$ cat src/rtl/core_ctrl_pkg.sv
// Shared definitions for the multi-cycle core control sequencer:
// state encoding, halt cause codes and RV32I major opcodes.
package core_ctrl_pkg;

  typedef enum logic [2:0] {
    ST_IDLE   = 3'd0,
    ST_FETCH  = 3'd1,
    ST_DECODE = 3'd2,
    ST_EXEC   = 3'd3,
    ST_MEM    = 3'd4,
    ST_WB     = 3'd5,
    ST_HALT   = 3'd6
  } state_t;

  typedef enum logic [1:0] {
    ERR_NONE    = 2'd0,
    ERR_ILLEGAL = 2'd1,
    ERR_TIMEOUT = 2'd2,
    ERR_PC      = 2'd3
  } err_t;

  localparam logic [6:0] OPC_LOAD   = 7'b0000011;
  localparam logic [6:0] OPC_STORE  = 7'b0100011;
  localparam logic [6:0] OPC_BRANCH = 7'b1100011;
  localparam logic [6:0] OPC_JAL    = 7'b1101111;
  localparam logic [6:0] OPC_JALR   = 7'b1100111;
  localparam logic [6:0] OPC_LUI    = 7'b0110111;
  localparam logic [6:0] OPC_AUIPC  = 7'b0010111;
  localparam logic [6:0] OPC_OP     = 7'b0110011;
  localparam logic [6:0] OPC_OPIMM  = 7'b0010011;
  localparam logic [6:0] OPC_SYSTEM = 7'b1110011;

  // True for the opcodes the core executes (SYSTEM excluded: it halts).
  function automatic logic opc_executable(input logic [6:0] opc);
    case (opc)
      OPC_LOAD, OPC_STORE, OPC_BRANCH, OPC_JAL, OPC_JALR,
      OPC_LUI, OPC_AUIPC, OPC_OP, OPC_OPIMM: opc_executable = 1'b1;
      default:                               opc_executable = 1'b0;
    endcase
  endfunction

endpackage

$ cat src/rtl/core_ctrl_fsm_req_timeout.sv
// Wait counter shared by instruction fetch and data access handshakes.
// 'expired' flags the cycle whose increment brings the count to TIMEOUT,
// so a request gives up after exactly TIMEOUT cycles without ack.
module req_timeout #(
  parameter int unsigned TIMEOUT = 255
) (
  input  logic clk,
  input  logic rst,
  input  logic clr,
  input  logic inc,
  output logic expired
);

  localparam logic [7:0] LAST = 8'(TIMEOUT - 1);

  logic [7:0] cnt_q, cnt_d;

  // Next count: clear outside a handshake, count each unacked request cycle.
  always_comb begin
    cnt_d = cnt_q;
    if (clr) begin
      cnt_d = '0;
    end else if (inc) begin
      cnt_d = cnt_q + 8'd1;
    end
  end

  // Count register with synchronous reset.
  always_ff @(posedge clk) begin
    if (rst) begin
      cnt_q <= '0;
    end else begin
      cnt_q <= cnt_d;
    end
  end

  assign expired = (cnt_q == LAST);

endmodule

$ cat src/rtl/core_ctrl_fsm.sv
// Multi-cycle control sequencer: FETCH/DECODE/EXEC/MEM/WB with memory
// handshakes, PC update strobes, and sticky halt/error status.
module core_ctrl_fsm
  import core_ctrl_pkg::*;
#(
  parameter int unsigned TIMEOUT = 255
) (
  input  logic        clk,
  input  logic        rst,
  input  logic        imem_ack,
  input  logic [31:0] imem_rdata,
  input  logic        dmem_ack,
  input  logic        branch_taken,
  input  logic        halt_pc,
  output logic        imem_req,
  output logic        dmem_req,
  output logic        dmem_we,
  output logic        rf_wen,
  output logic        pc_wen,
  output logic        pc_imm,
  output logic [31:0] ir,
  output logic        halted,
  output logic [1:0]  err,
  output logic [2:0]  state
);

  state_t      state_q, state_d;
  logic [31:0] ir_q, ir_d;
  err_t        err_q, err_d;

  logic       tmo_clr, tmo_inc, tmo_expired;
  logic [6:0] opc;
  logic       is_store, is_branch, is_jump;

  assign opc       = ir_q[6:0];
  assign is_store  = (opc == OPC_STORE);
  assign is_branch = (opc == OPC_BRANCH);
  assign is_jump   = (opc == OPC_JAL) || (opc == OPC_JALR);

  req_timeout #(.TIMEOUT(TIMEOUT)) u_tmo (
    .clk     (clk),
    .rst     (rst),
    .clr     (tmo_clr),
    .inc     (tmo_inc),
    .expired (tmo_expired)
  );

  // Next-state, instruction capture, halt cause and Moore output decode.
  always_comb begin
    state_d  = state_q;
    ir_d     = ir_q;
    err_d    = err_q;
    imem_req = 1'b0;
    dmem_req = 1'b0;
    dmem_we  = 1'b0;
    rf_wen   = 1'b0;
    pc_wen   = 1'b0;
    pc_imm   = 1'b0;
    halted   = 1'b0;
    tmo_clr  = 1'b1;
    tmo_inc  = 1'b0;
    case (state_q)
      ST_IDLE: state_d = ST_FETCH;
      ST_FETCH: begin
        tmo_clr = 1'b0;
        if (halt_pc) begin
          state_d = ST_HALT;
          err_d   = ERR_PC;
        end else begin
          imem_req = 1'b1;
          if (imem_ack) begin
            ir_d    = imem_rdata;
            state_d = ST_DECODE;
          end else begin
            tmo_inc = 1'b1;
            if (tmo_expired) begin
              state_d = ST_HALT;
              err_d   = ERR_TIMEOUT;
            end
          end
        end
      end
      ST_DECODE: begin
        if (opc == OPC_SYSTEM) begin
          state_d = ST_HALT;
          err_d   = ERR_NONE;
        end else if (opc_executable(opc)) begin
          state_d = ST_EXEC;
        end else begin
          state_d = ST_HALT;
          err_d   = ERR_ILLEGAL;
        end
      end
      ST_EXEC: begin
        if ((opc == OPC_LOAD) || is_store) begin
          state_d = ST_MEM;
        end else begin
          state_d = ST_WB;
        end
      end
      ST_MEM: begin
        tmo_clr  = 1'b0;
        dmem_req = 1'b1;
        dmem_we  = is_store;
        if (dmem_ack) begin
          state_d = ST_WB;
        end else begin
          tmo_inc = 1'b1;
          if (tmo_expired) begin
            state_d = ST_HALT;
            err_d   = ERR_TIMEOUT;
          end
        end
      end
      ST_WB: begin
        pc_wen  = 1'b1;
        rf_wen  = !(is_store || is_branch);
        pc_imm  = is_jump || (is_branch && branch_taken);
        state_d = ST_FETCH;
      end
      ST_HALT: halted = 1'b1;
      default: begin
        state_d = ST_HALT;
        err_d   = ERR_ILLEGAL;
      end
    endcase
  end

  // State, instruction and error registers with synchronous reset.
  always_ff @(posedge clk) begin
    if (rst) begin
      state_q <= ST_IDLE;
      ir_q    <= '0;
      err_q   <= ERR_NONE;
    end else begin
      state_q <= state_d;
      ir_q    <= ir_d;
      err_q   <= err_d;
    end
  end

  assign ir    = ir_q;
  assign err   = err_q;
  assign state = state_q;

endmodule

$ cat config.mk
export PLATFORM = sky130hd
export DESIGN_NAME = core_ctrl_fsm
export DESIGN_NICKNAME = d
export VERILOG_FILES = /design/src/rtl/core_ctrl_pkg.sv /design/src/rtl/core_ctrl_fsm_req_timeout.sv /design/src/rtl/core_ctrl_fsm.sv
export SDC_FILE = /design/constraint.sdc
export NUM_CORES = 1
export LEC_CHECK = 0
export ABC_AREA = 1
export ABC_CLOCK_PERIOD_IN_PS = 2400
export CORE_ASPECT_RATIO = 0.75
export CORE_MARGIN = 2
export CORE_UTILIZATION = 43
export CTS_BUF_LIST = sky130_fd_sc_hd__clkbuf_16
export CTS_CLUSTER_SIZE = 8
export DETAILED_ROUTE_END_ITERATION = 8
export PLACE_DENSITY = 0.89
export SLEW_MARGIN = 10
export SYNTH_ARGS = -nofsm -noshare
export SYNTH_HDL_FRONTEND = slang
export SYNTH_HIERARCHICAL = 1
export SYNTH_SLANG_ARGS = --single-unit
export TNS_END_PERCENT = 50
$ cat constraint.sdc
create_clock -name clk -period 2.4 [get_ports clk]
set_clock_uncertainty 0.2 [all_clocks]
set_input_delay 0.24 -clock clk [delete_from_list [all_inputs] [get_ports clk]]
set_output_delay 0.24 -clock clk [all_outputs]
set_load 0.01 [all_outputs]
==> results.sh <==
export IMPL_outcome="finished clean"
export IMPL_powerDensity_mw_per_mm2=933
export IMPL_startpoint_type="flop"
export IMPL_tightest_slew_ps=535
export IMPL_setup_viol_count_final=0
export IMPL_crit_required_ps=1960
export IMPL_ir_worst_vdd_uv=576
export IMPL_hold_viol_final=0
export IMPL_maxSlewHeadroom=0.642
export IMPL_crit_type="flop to primary output"
export IMPL_portBuffers=81
export IMPL_first_global_vias=1973
export IMPL_drtAntennaViolNets=0
export IMPL_start_util=0.457
export IMPL_first_iter_violations=103
export IMPL_grt_usage=0.212
export IMPL_drive_above_1_share=0.0584
export IMPL_switchingPower_uw=991
export IMPL_timing_fmax_ghz=0.446
export IMPL_maxCapViolations=0
export IMPL_core_mm2=0.00457
export IMPL_drcViolationCount=0
export IMPL_cts_buffers=5
export IMPL_synth_edf_count=0
export IMPL_die_width_um=84.5
export IMPL_antenna_cells=0
export IMPL_ys_seq_area_frac=0.431
export IMPL_drt_pass1_iter_count=4
export IMPL_clkSinkCount=45
export IMPL_timing_rr_start="state[1]$_SDFFE_PP0N_"
export IMPL_seqPwrFrac=0.342
export IMPL_synth_cell_types=25
export IMPL_synth_top_cell_by_area="dfxtp_1"
export IMPL_clk_pin_slew_ps=60
export IMPL_fin_crit_ps=2240
export IMPL_fin_hold_ws_ps=281
export IMPL_placed_cells=426
export IMPL_async_reset_ff_frac=0
export IMPL_grt_max_degree=38
export IMPL_clock_path_buffers=2
export IMPL_area_growth_synth_to_final_pct=46.6
export IMPL_p_comb_frac=0.392
export IMPL_insertion_delay_ps=280
export IMPL_power_leakage_nw=1.23
export IMPL_via_per_inst=4.89
export IMPL_antenna_found_initial=0
export IMPL_top_level_ports=82
export IMPL_yosysWarnings=6
export IMPL_syn_nets=335
export IMPL_intPower_mw=1.87
export IMPL_syn_inst=295
export IMPL_htreeDepth=2
export IMPL_critPathLaunch="state[0]$_SDFFE_PP0N_"
export IMPL_totalWireLength_mm=5.57
export IMPL_ys_seq_elements=45
export IMPL_grt_pass1_wl_mm=9.18
export IMPL_netlist_top_cells_count="nor2_1, dfxtp_1, nand2_1"
export IMPL_num_vias=2124
export IMPL_hp_class="flop to flop"
export IMPL_place_hpwl_mm=4.07
export IMPL_cts_tree="done"
export IMPL_place_ws_ps=219
export IMPL_crit_fanout=8
export IMPL_worstPathArrival_ps=1800
export IMPL_synth_main_ff_cell="dfxtp_1"
export IMPL_dieArea_mm2=0.00544
export IMPL_setup_ws_ps=159
export IMPL_finalSetupTns_ps=0
export IMPL_grt_overflow_total=0
export IMPL_place_congestion=0.999
export IMPL_die_h_um=64.4
export IMPL_yosys_top_cells_area="dfxtp_1, nor2_1, o21ai_0, nand2_1, inv_1"
export IMPL_clockPowerShare=0.266
export IMPL_netlist_area_mm2=0.00209
export IMPL_stdcell_count=434
export IMPL_switching_share=0.347
export IMPL_drt_wirelength_per_cell_um=12.8
export IMPL_hp_start="ir[8]$_SDFFE_PP0P_"
export IMPL_synth_avg_cell_area_um2=7.08
export IMPL_post_cts_buffers=0
export IMPL_yosysMostFrequentCell="nor2_1"
export IMPL_slew_violations=0
export IMPL_fin_nets=416
export IMPL_rsz0062_at_grt="no"
export IMPL_crit_path_end_kind="primary output"
export IMPL_p_total_mw=2.86
export IMPL_std_cell_rows=21
export IMPL_synth_top_area_share=0.431
export IMPL_clockRootBuffer="clkbuf_16"
export IMPL_min_period_over_period=0.934
power by group through the flow:
stage / clock (mW) / combinational (mW) / sequential (mW)
CTS: 0.772 / 1.12 / 0.974
global route: 0.806 / 1.23 / 0.996
finish: 0.760 / 1.12 / 0.976
detailed placement: 0 / 1.10 / 0.989
floorplan: 0 / 0.634 / 1.03
global placement: 0 / 1.07 / 0.984
worst max-delay path: stages (launching register included):
cell and delay, ps:
dfxtp_1 510, nand2_1 140, nor2_1 150, o21ai_0 110, inv_1 60, clkdlybuf4s50_1 560
final timing paths:
path	endpoint	cells after the start	slack, ps
worst max-delay path	rf_wen	5	160
worst min-delay path	ir[8]$_SDFFE_PP0P_	2	280
worst max register to register	u_tmo/cnt_q[6]$_SDFFE_PP0P_	8	370
worst min register to register	ir[8]$_SDFFE_PP0P_	2	280
per-layer routing:
metal	up-vias	global-route usage	routed length (um)
li1	1110	-	-
met1	930	0.264	2520
met2	72	0.362	2660
met3	12	0.0465	267
met4	0	0.0734	116
met5	-	0	0
repair_timing:
| action | in CTS | in global routing |
|---|---|---|
| endpoints found under the setup margin | 0 | 2 |
| hold buffers | 0 | 0 |
| resized for setup | 0 | 2 |
per-stage QoR:
| step | utilization | instance area [um2] |
|---|---|---|
| final | 0.670 | 3060 |
| after global routing | 0.670 | 3060 |
| after CTS | 0.669 | 3060 |
| after detailed placement | 0.632 | 2890 |
| after global placement | 0.632 | 2890 |
| after floorplan | - | 2090 |
state kept, by name, indices dropped and copies added, names as in the netlist:
| name | count |
|---|---|
| ir | 32 |
| err | 2 |
| state | 3 |
| u_tmo/cnt_q | 8 |
cell usage in the layout (no fill, tap or decap), types with 2 or more instances in the layout:
master,synthesis,final
a21oi_1,13,13
buf_4,0,2
clkbuf_16,0,5
clkdlybuf4s50_1,0,79
dfxtp_1,45,45
dlymetal6s2s_1,0,2
ha_1,2,2
inv_1,24,25
inv_2,3,3
nand2_1,36,36
nand2_2,4,4
nand3_1,14,14
nand4_1,4,4
nor2_1,86,86
nor2_2,2,2
nor2_4,2,2
nor3_1,4,4
o21ai_0,35,35
o21ai_1,5,5
cell families (layout without fill, tap and decap cells):
family,count (synthesis),count (layout),share of synthesized area
fa+ha+maj,2,2,0.0120
flops,45,45,0.431
simple gates,154,154,0.315
compound gates,57,57,0.141
buf+inv,37,119,0.100
area by class of cell:
cell class	count	area (um2)
clock inverters	3	42.5
clock buffers	5	125
fillers	414	1510
repair buffers	83	831
multi-input cells	213	978
flip-flops and latches	45	901
well taps	57	71.3
inverters	28	113
No activity file was read; power rests on OpenSTA's default activity.
